### src/rtl/display_arbiter.sv
// Round-robin arbiter that hands a 7-segment display to one of four requesters
// and keeps each granted word on screen for at least HOLD_CYCLES clocks.
module display_arbiter #(
   parameter int unsigned HOLD_CYCLES = 12500,
   parameter int unsigned CNT_W       = 16,
   parameter logic [15:0] IDLE_VALUE  = 16'h0000
) (
   input  logic        gclock,
   input  logic        greset,
   input  logic [3:0]  req,
   input  logic [63:0] reqData,
   output logic [15:0] dataOut,
   output logic [3:0]  gnt,
   output logic [1:0]  owner,
   output logic        busy
);

   typedef enum logic {IDLE, HOLD} state_t;

   localparam logic [CNT_W-1:0] CNT_MAX = CNT_W'(HOLD_CYCLES - 1);

   state_t           state_q, state_d;
   logic [CNT_W-1:0] cnt_q, cnt_d;
   logic [15:0]      data_d;
   logic [3:0]       gnt_d;
   logic [1:0]       owner_d;
   logic             busy_d;
   logic             rst_q;
   logic             win_found;
   logic [1:0]       win_idx;
   logic [15:0]      win_word;
   logic [15:0]      owner_word;

   // Scan owner+1, owner+2, owner+3, owner; the current owner is always last.
   always_comb begin
      win_found = 1'b0;
      win_idx   = owner;
      for (int k = 1; k <= 4; k++) begin
         if (!win_found && req[2'(owner + 2'(k))]) begin
            win_found = 1'b1;
            win_idx   = 2'(owner + 2'(k));
         end
      end
   end

   assign win_word   = reqData[{win_idx, 4'b0000} +: 16];
   assign owner_word = reqData[{owner, 4'b0000} +: 16];

   // NOTE: every always_comb output gets a default first so no path leaves it unassigned (no latches).
   always_comb begin
      state_d = state_q;
      cnt_d   = cnt_q;
      data_d  = dataOut;
      gnt_d   = '0;
      owner_d = owner;

      case (state_q)
         IDLE: begin
            if (win_found) begin
               state_d = HOLD;
               cnt_d   = '0;
               data_d  = win_word;
               owner_d = win_idx;
               gnt_d   = 4'b0001 << win_idx;
            end
         end
         HOLD: begin
            if (req[owner])
               data_d = owner_word;
            if (cnt_q != CNT_MAX) begin
               cnt_d = cnt_q + 1'b1;
            end else if (win_found && (win_idx != owner)) begin
               cnt_d   = '0;
               data_d  = win_word;
               owner_d = win_idx;
               gnt_d   = 4'b0001 << win_idx;
            end else if (!win_found) begin
               state_d = IDLE;
            end
         end
      endcase

      // The first edge after reset release only arms rst_q; nothing else may move.
      if (!rst_q) begin
         state_d = IDLE;
         cnt_d   = '0;
         data_d  = IDLE_VALUE;
         gnt_d   = '0;
         owner_d = '0;
      end

      busy_d = (state_d == HOLD);
   end

   // NOTE: sequential state uses non-blocking assignments so all flops sample pre-edge values.
   always_ff @(posedge gclock or negedge greset) begin
      if (!greset) begin
         rst_q   <= 1'b0;
         state_q <= IDLE;
         cnt_q   <= '0;
         dataOut <= IDLE_VALUE;
         gnt     <= '0;
         owner   <= '0;
         busy    <= 1'b0;
      end else begin
         rst_q   <= 1'b1;
         state_q <= state_d;
         cnt_q   <= cnt_d;
         dataOut <= data_d;
         gnt     <= gnt_d;
         owner   <= owner_d;
         busy    <= busy_d;
      end
   end

endmodule

### config.mk
export PLATFORM = sky130hd
export DESIGN_NAME = display_arbiter
export DESIGN_NICKNAME = d
export VERILOG_FILES = /design/src/rtl/display_arbiter.sv
export SDC_FILE = /design/constraint.sdc
export NUM_CORES = 1
export LEC_CHECK = 0
export ABC_AREA = 0
export BUFFER_PORTS_ARGS = -buffer_cell sky130_fd_sc_hd__buf_2
export CORE_MARGIN = 10
export CORE_UTILIZATION = 35
export CTS_CLUSTER_SIZE = 12
export DETAILED_ROUTE_END_ITERATION = 8
export GPL_TIMING_DRIVEN = 1
export SLEW_MARGIN = 15
export SYNTH_ARGS = -nofsm -noshare
export SYNTH_HDL_FRONTEND = slang
export SYNTH_SLANG_ARGS = --single-unit
### constraint.sdc
create_clock -name gclock -period 2.1 [get_ports gclock]
set_input_delay 0.105 -clock gclock [delete_from_list [all_inputs] [get_ports gclock]]
set_output_delay 0.105 -clock gclock [all_outputs]
set_load 0.01 [all_outputs]
==> impl_metrics.json, run 1 <==
{
  "power.density_mw_per_mm2": 607,
  "die_y_um": 119,
  "grt_max_degree": 36,
  "wl_per_cell_um": 17.4,
  "synth_edf_count": 0,
  "seqPwrFrac_pct": 35.8,
  "cp_slowest_cell": "or4b_4",
  "p_int_uw": 1670,
  "portBuffers": 92,
  "cts_htree_levels": 2,
  "cts_sinks": 40,
  "yosys.cell_count.top_type": "dfrtp_1",
  "crit_type": "register to register",
  "grt_pass1_vias": 3531,
  "detail-route-antenna-nets": 0,
  "cp-end-kind": "register",
  "swShare_pct": 35.3,
  "max_slew_margin_pct": 57.6,
  "holdPathEnd": "dataOut[14]",
  "nNetsFinal": 531,
  "min_period_over_period_pct": 92.2,
  "yosys.area.top_type": "dfrtp_1",
  "crit_buf_inv": 1,
  "dpl.hpwl_um": 7550,
  "synth_area_per_cell_um2": 9.47,
  "cts-buffers-inserted": 5,
  "r2r_setup_slack_ns": 0.16,
  "grt_pass1_wl_um": 17600,
  "ff2ff_path_depth": 6,
  "dieWidth_um": 119,
  "p_clk_share_pct": 21.6,
  "synth_top_flop_cell": "dfrtp_1",
  "coreArea_mm2": 0.00964,
  "firstDrtPassIters": 4,
  "synth_compound_area_share_pct": 31.2,
  "fin_crit_ns": 1.94,
  "worst_ep_arrival_time_ns": 2.13,
  "grt_usage_pct": 14.5,
  "start_util_pct": 35.6,
  "syn_area_mm2": 0.00343,
  "slew_violations": 0,
  "antenna_found_initial": 0,
  "yosys-top-cells-count": "dfrtp_1, inv_1, o21ai_0",
  "synth_fa_ha_area_share_pct": 0.365,
  "timing.setup.tns_ns": 0,
  "max_freq_ghz": 0.517,
  "clk_pin_slew_ns": 0.09,
  "setup-violations-final": 0,
  "clockRootBuffer": "clkbuf_8",
  "holdPathStages": 4,
  "async_reset_ff_share_pct": 100,
  "dp_slack_ns": 0.0943,
  "synthSimpleGateAreaFrac_pct": 13.1,
  "reg2reg_from": "owner[1]",
  "critPathMaxStageDelay_ns": 0.55,
  "worstSetupStartpointType": "register",
  "die_area_mm2": 0.0141,
  "drive_gt1_share_pct": 35.4,
  "n_antenna_cell": 0,
  "fin_ws_ns": 0.164,
  "synth_top_area_share_pct": 29.2,
  "ys_types": 54,
  "fin_skew_ns": 0.00795,
  "grt_setup_unrepaired": "false",
  "drc_errors": 0,
  "ys_ff_latch": 40,
  "drt_iter0_drc": 153,
  "path_cells": "nor2b_1 > or4b_4 > a211oi_4 > buf_12 > nor2_4 > a21oi_1",
  "vias": 3283,
  "ioPinCount": 93,
  "yosysWarnings": 0,
  "worst_pin_slew_ns": 0.636,
  "synth_fp_nets": 433,
  "cp_top_family": "simple AND/OR/NAND/NOR gates",
  "seq_area_frac_synth_pct": 29.2,
  "synthCells": 362,
  "routed_wl_um": 10400,
  "min-delay-start": "reqData[46]",
  "area_growth_pct": 24.3,
  "gp_congestion": 0.889,
  "required_ns": 2.30,
  "synth_top_family_by_area": "compound AO/OA/AOI/OAI gates",
  "cts_buffer_depth": 2,
  "p_leak_uw": 0.00219,
  "rows": 36,
  "synth_mux_area_share_pct": 16.1,
  "rr_endpoint": "cnt_q[0]",
  "fin_hold_ws_ns": 0.189,
  "status": "finished, final reports clean",
  "synth_xor_area_share_pct": 0,
  "grt-ovfl-total": 0,
  "clock_latency_ns": 0.29,
  "cap_violations": 0,
  "synthTopCellsByArea": "dfrtp_1, mux4_2, o211a_1",
  "via_per_inst": 5.53,
  "hold_viol_final": 0,
  "ir_worst_vdd_v": 0.000296,
  "pwr-share-comb_pct": 42.5,
  "hp-class": "primary input to register",
  "power.net_switching_uw": 914,
  "tritoncts": "yes",
  "path_max_fanout": 12
}
worst min-delay path: stages:
cell,delay [ns]
buf_2,0.10
inv_1,0.04
o211a_1,0.14
o31ai_1,0.06
timing repair:
item                       CTS  global route
hold endpoints to repair    25             0
hold buffers                 1             0
setup buffers                0             0
setup endpoints to repair    0            21
gates resized for setup      0             3
metrics by stage:
step	cells	cell area, µm²	util, %	power [µW]
3_3_place_gp	585	4150	43.0	2030
5_1_grt	594	4260	44.2	2770
4_1_cts	594	4260	44.1	2610
2_1_floorplan	362	3430	-	1660
3_5_place_dp	585	4150	43.0	2050
6_report	594	4260	44.2	2590
flip-flops by register name, indices dropped and copies added, names as in the netlist:
signal   flops
cnt_q       16
dataOut     16
gnt          4
owner        2
rst_q        1
state_q      1
worst max-delay path by stage:
stage                   from     endpoint  slack, ns  cells after the start
finish              owner[1]     cnt_q[0]       0.16                      6
global route        cnt_q[0]   dataOut[3]      0.003                      7
CTS                 owner[1]     cnt_q[0]       0.09                      6
detailed placement  owner[1]     owner[0]       0.09                      6
global placement    owner[1]   dataOut[2]       0.11                      5
floorplan           owner[0]  dataOut[11]       0.06                      6
layout by cell type (no fill, tap or decap), drive strengths merged, types with 2 or more instances in the layout:
cell type,netlist,routed
buf,20,120
o21ai,42,42
dfrtp,40,40
inv,38,38
o211a,32,32
nand2,19,19
o31ai,19,19
mux4,17,17
mux2i,17,17
a2bb2oi,16,16
nor3,13,13
nor2,11,11
nand3,8,8
a31oi,7,7
clkbuf,10,6
a21oi,6,6
nand4,4,4
a211oi,4,4
nand2b,3,3
nor2b,3,3
and4,3,3
a211o,3,3
nor4,2,2
and3,2,2
nor4b,2,2
o211ai,2,2
a22o,2,2
clkinvlp,0,2
a31o,2,2
or4b,2,2
o22ai,2,2
power by group through the flow:
stage / Combinational [µW] / Clock [µW] / Sequential, µW
floorplan: 701 / 0 / 958
global placement: 1090 / 0 / 939
detailed placement: 1110 / 0 / 941
CTS: 1110 / 576 / 926
global route: 1210 / 618 / 940
finish: 1100 / 560 / 927
metal layers:
metal	up-vias	share of wire [%]	track usage, %
met5	-	0	0
met4	0	1.1	3.74
met3	10	5.8	4.06
met2	92	48	24.4
met1	1599	45	17.9
li1	1582	-	-
area by class of cell:
class,count,area [µm²]
clock buffers,6,82.6
clock inverters,2,15.0
fillers,988,5380
inverters,38,143
multi-input cells,254,2090
flip-flops and latches,40,1000
well taps,133,166
repair buffers,121,756
logic make-up after synthesis:
group | count (synthesis)
AOI/OAI and AO/OA | 140
DFF | 40
muxes | 34
buffers and inverters | 68
adders and majority gates | 1
and+or+nand+nor | 78
other | 1
Note: power is estimated with default switching activity, not from simulation.
==> run 2, diff against run 1 <==
--- a/config.mk
+++ b/config.mk
@@ -6,7 +6,9 @@
 export NUM_CORES = 1
 export LEC_CHECK = 0
 export ABC_AREA = 0
+export ABC_CLOCK_PERIOD_IN_PS = 2100
 export BUFFER_PORTS_ARGS = -buffer_cell sky130_fd_sc_hd__buf_2
+export CORE_ASPECT_RATIO = 1.25
 export CORE_MARGIN = 10
 export CORE_UTILIZATION = 35
 export CTS_CLUSTER_SIZE = 12
==> impl_metrics.json, run 2 (same netlist as run 1, synthesis figures left out) <==
{
  "power_uw": 2760,
  "start_util_pct": 35.7,
  "p_leak_uw": 0.00219,
  "critPathMaxStageDelay_ns": 0.48,
  "via_per_inst": 5.75,
  "crit_type": "register to register",
  "status": "finished, final reports clean",
  "worst_pin_slew_ns": 0.572,
  "grt_usage_pct": 15.0,
  "clk_pin_slew_ns": 0.06,
  "timing.setup.tns_ns": 0,
  "clock_latency_ns": 0.28,
  "cp_top_family": "compound AO/OA/AOI/OAI gates",
  "die_area_mm2": 0.0142,
  "grt_max_degree": 34,
  "cts-buffers-inserted": 5,
  "placed_cell_area_mm2": 0.00411,
  "cts_buffer_depth": 2,
  "path_cells": "buf_12 > inv_1 > a31o_1 > or2_1 > buf_12 > o211a_1 > o31ai_1",
  "drt_iter0_drc": 236,
  "ir_worst_vdd_v": 0.000269,
  "cp_slowest_cell": "dfrtp_1",
  "path_max_fanout": 30,
  "slew_violations": 0,
  "grt_setup_unrepaired": "false",
  "vias": 3349,
  "antenna_found_initial": 0,
  "clockRootBuffer": "clkbuf_16",
  "final_cell_count_no_fill": 582,
  "dp_slack_ns": 0.0913,
  "required_ns": 2.28,
  "grt_pass1_wl_um": 17500,
  "drc_errors": 0,
  "fin_crit_ns": 2.00,
  "dieWidth_um": 109,
  "max_slew_margin_pct": 61.5,
  "fin_area_mm2": 0.00426,
  "cp-end-kind": "register",
  "tritoncts": "yes",
  "wl_per_cell_um": 18.3,
  "cap_violations": 0,
  "ioPinCount": 93,
  "layout_commonest_cell": "buf_2",
  "coreArea_mm2": 0.00961,
  "numPlacedInstances": 574,
  "cts_sinks": 40,
  "nNetsFinal": 527,
  "fin_skew_ns": 0.00851,
  "grt_pass1_vias": 3523,
  "worstSetupStartpointType": "register",
  "n_antenna_cell": 0,
  "power.density_mw_per_mm2": 647,
  "worst_ep_arrival_time_ns": 2.17,
  "hold_viol_final": 0,
  "grt-ovfl-total": 0,
  "cts_htree_levels": 2,
  "hp-class": "primary input to register",
  "routed_wl_um": 10700,
  "nFillCells": 970,
  "gp_congestion": 0.856,
  "max_freq_ghz": 0.500,
  "setup-violations-final": 0,
  "firstDrtPassIters": 5,
  "die_y_um": 131,
  "crit_top_cell": "buf_12",
  "crit_buf_inv": 3,
  "area_growth_pct": 24.4,
  "detail-route-antenna-nets": 0,
  "final_cell_mix": "buf_2, dfrtp_1, inv_1, o21ai_0, o211a_1",
  "min_period_over_period_pct": 95.2,
  "fin_ws_ns": 0.101,
  "rows": 40,
  "portBuffers": 92,
  "dpl.hpwl_um": 7710,
  "reg_top3": "cnt_q: 16 flops, dataOut: 16 flops, gnt: 4 flops",
  "drive_gt1_share_pct": 34.2
}
-- run 2: through the flow --
step | util (%) | hold slack (ns)
final | 44.3 | 0.205
after global routing | 44.3 | 0.218
after CTS | 44.3 | 0.197
after detailed placement | 42.8 | 0.0565
after global placement | 42.8 | 0.0504
after floorplan | - | -0.191
-- run 2: tightest hold or removal path, stage by stage --
cell     delay, ns
buf_2         0.10
inv_1         0.04
o211a_1       0.14
o31ai_1       0.06
-- run 2: worst paths after layout --
check | from | to | slack [ns] | cells past startpoint
worst min-delay path | reqData[40] | dataOut[8] | 0.21 | 4
worst min register to register | dataOut[0] | dataOut[0] | 0.52 | 2
max in group asynchronous | greset | owner[1] | 1.10 | 3
worst max-delay path | owner[0] | dataOut[13] | 0.10 | 7
worst max register to register | owner[0] | dataOut[13] | 0.10 | 7
min in group asynchronous | greset | cnt_q[0] | 0.28 | 2
-- run 2: what timing repair did --
item | 4_1_cts | 5_1_grt
endpoints found under the hold margin | 15 | 0
endpoints found under the setup margin | 0 | 13
resized for setup | 0 | 2
hold buffers | 1 | 0
setup buffers | 0 | 0
-- run 2: final cells by class --
| cell class | instances | area (µm²) | area share [%] |
|---|---|---|---|
| multi-input cells | 254 | 2090 | 49.1 |
| clock inverters | 2 | 12.5 | 0.294 |
| clock buffers | 5 | 125 | 2.94 |
| repair buffers | 117 | 729 | 17.1 |
| flip-flops and latches | 40 | 1000 | 23.5 |
| well taps | 126 | 158 | 3.70 |
| inverters | 38 | 143 | 3.35 |
-- run 2: routing by layer --
| metal | GRT usage [%] | routed length, µm | share of wire [%] | vias to the layer above |
|---|---|---|---|---|
| met5 | 0 | 0 | 0 | - |
| met4 | 4.35 | 32 | 0.30 | 0 |
| met3 | 4.31 | 717 | 6.7 | 4 |
| met2 | 26.1 | 5550 | 52 | 103 |
| met1 | 17.5 | 4350 | 41 | 1673 |
| li1 | - | - | - | 1569 |
-- run 2: where the power goes --
group / total (µW) / switching, µW / internal (µW) / leakage [µW]
clock network: 737 / 305 / 431 / 0.0000657
logic: 1090 / 542 / 546 / 0.00160
registers: 931 / 77.8 / 853 / 0.000534
==> run 3, diff against run 2 <==
--- a/config.mk
+++ b/config.mk
@@ -6,7 +6,7 @@
 export NUM_CORES = 1
 export LEC_CHECK = 0
 export ABC_AREA = 0
-export ABC_CLOCK_PERIOD_IN_PS = 2100
+export ABC_CLOCK_PERIOD_IN_PS = 2300
 export BUFFER_PORTS_ARGS = -buffer_cell sky130_fd_sc_hd__buf_2
 export CORE_ASPECT_RATIO = 1.25
 export CORE_MARGIN = 10
==> constraint.sdc (replaced) <==
create_clock -name gclock -period 2.3 [get_ports gclock]
set_input_delay 0.115 -clock gclock [delete_from_list [all_inputs] [get_ports gclock]]
set_output_delay 0.115 -clock gclock [all_outputs]
set_load 0.01 [all_outputs]
==> impl_metrics.json, run 3 (same netlist as run 1, synthesis figures left out) <==
{
  "status": "finished with violations",
  "violations": "hold timing",
  "final_cell_count_no_fill": 573,
  "p_clk_share_pct": 31.3,
  "fin_crit_ns": 2.13,
  "path_cells": "ha_1 > nor4bb_1 > and4_2 > nor2_2 > buf_4 > a211o_1 > a22o_1",
  "n_antenna_cell": 0,
  "drc_errors": 0,
  "numPlacedInstances": 565,
  "layout_commonest_cell": "buf_2",
  "ioPinCount": 93,
  "vias": 3282,
  "hp-class": "primary input to asynchronous set/reset pin",
  "detail-route-antenna-nets": 0,
  "grt_max_degree": 41,
  "rows": 40,
  "final_cell_mix": "buf_2, dfrtp_1, inv_1, o21ai_0, o211a_1",
  "critPathMaxStageDelay_ns": 0.39,
  "grt_usage_pct": 14.7,
  "wl_per_cell_um": 18.2,
  "max_freq_ghz": 0.469,
  "cp_slowest_cell": "dfrtp_1",
  "r2r_setup_slack_ns": 0.17,
  "clk_pin_slew_ns": 0.07,
  "clock_latency_ns": 0.29,
  "ir_worst_vdd_v": 0.000262,
  "grt_setup_unrepaired": "false",
  "rr_endpoint": "cnt_q[3]",
  "nNetsFinal": 517,
  "nFillCells": 982,
  "p_int_uw": 1760,
  "grt-ovfl-total": 0,
  "grt_pass1_vias": 3446,
  "portBuffers": 92,
  "cp_top_family": "simple AND/OR/NAND/NOR gates",
  "slew_violations": 0,
  "area_growth_pct": 22.6,
  "ff2ff_path_depth": 7,
  "routed_wl_um": 10400,
  "via_per_inst": 5.73,
  "cts_sinks": 40,
  "drt_iter0_drc": 130,
  "start_util_pct": 35.7,
  "path_max_fanout": 8,
  "power.density_mw_per_mm2": 623,
  "dpl.hpwl_um": 7450,
  "timing.setup.tns_ns": 0,
  "gp_congestion": 0.848,
  "fin_skew_ns": 0.00565,
  "drive_gt1_share_pct": 33.1,
  "worst_pin_slew_ns": 0.913,
  "coreArea_mm2": 0.00961,
  "die_area_mm2": 0.0142,
  "cts_buffer_depth": 2,
  "swShare_pct": 32.8,
  "post_cts_buffers": 0,
  "cts-buffers-inserted": 5,
  "setup-violations-final": 0,
  "cp-end-kind": "register",
  "tritoncts": "yes",
  "p_leak_uw": 0.00216,
  "firstDrtPassIters": 4,
  "min_period_over_period_pct": 92.6,
  "fin_hold_ws_ns": -0.0376,
  "antenna_found_initial": 0,
  "dieWidth_um": 109,
  "worst_ep_arrival_time_ns": 2.31,
  "grt_pass1_wl_um": 17000,
  "crit_type": "register to register",
  "worstSetupStartpointType": "register",
  "hold_viol_final": 40,
  "cts_htree_levels": 2,
  "cap_violations": 0,
  "max_slew_margin_pct": 39.2,
  "reg_top3": "cnt_q: 16 flops, dataOut: 16 flops, gnt: 4 flops",
  "pwr-share-comb_pct": 35.9,
  "reg2reg_from": "cnt_q[0]",
  "crit_buf_inv": 1,
  "final_util_pct": 43.7,
  "clockRootBuffer": "clkbuf_16",
  "power.net_switching_uw": 858,
  "seqPwrFrac_pct": 32.8,
  "die_y_um": 131,
  "required_ns": 2.48
}
run 3: changes by cell type in the layout (fill, tap and decap cells not counted):
cell	previous run	this run
and4_1	3	2
inv_6	0	1
buf_4	17	10
dfrtp_1	39	40
clkinv_2	1	0
buf_12	6	5
buf_6	1	0
and4_2	0	1
bufinv_16	0	1
dlygate4sd3_1	1	0
dfrtp_2	1	0
run 3: timing repair:
action / 4_1_cts / 5_1_grt
gates resized for setup: 0 / 1
hold buffers: 0 / 0
endpoints found under the setup margin: 0 / 8
run 3: routing by layer:
| layer | wire (µm) | track usage, % | vias to the layer above |
|---|---|---|---|
| met4 | 151 | 4.90 | 0 |
| met2 | 5220 | 25.5 | 94 |
| li1 | - | - | 1550 |
| met1 | 4430 | 17.2 | 1629 |
| met3 | 628 | 3.82 | 9 |
| met5 | 0 | 0 | - |
run 3: worst max path at each step:
stage	startpoint	end	slack [ns]	cells after the start
floorplan	owner[0]	dataOut[11]	0.26	6
global placement	cnt_q[0]	cnt_q[3]	0.22	7
detailed placement	cnt_q[0]	cnt_q[7]	0.15	7
CTS	cnt_q[0]	cnt_q[3]	0.14	7
global route	cnt_q[0]	dataOut[13]	0.01	7
finish	cnt_q[0]	cnt_q[3]	0.17	7
run 3: through the flow:
step                      area [µm²]  worst slack, ns  power, µW
after floorplan                 3430            0.259       1510
after global placement          4030            0.216       1800
after detailed placement        4030            0.150       1820
after CTS                       4200            0.138       2630
after global routing            4200           0.0143       2770
final                           4200            0.170       2620
run 3: power groups by stage:
stage / sequential (µW) / combinational, µW / clock [µW]
4_1_cts: 857 / 949 / 828
6_report: 859 / 939 / 820
3_5_place_dp: 868 / 947 / 0
2_1_floorplan: 875 / 640 / 0
5_1_grt: 869 / 1030 / 862
3_3_place_gp: 866 / 933 / 0
run 3: layout make-up:
cell class	instances	area, µm²	area share, %
clock buffers	5	125	2.98
clock inverters	3	46.3	1.10
inverters	38	143	3.39
multi-input cells	254	2090	49.8
flip-flops and latches	40	1000	23.8
well taps	126	158	3.75
repair buffers	107	636	15.1
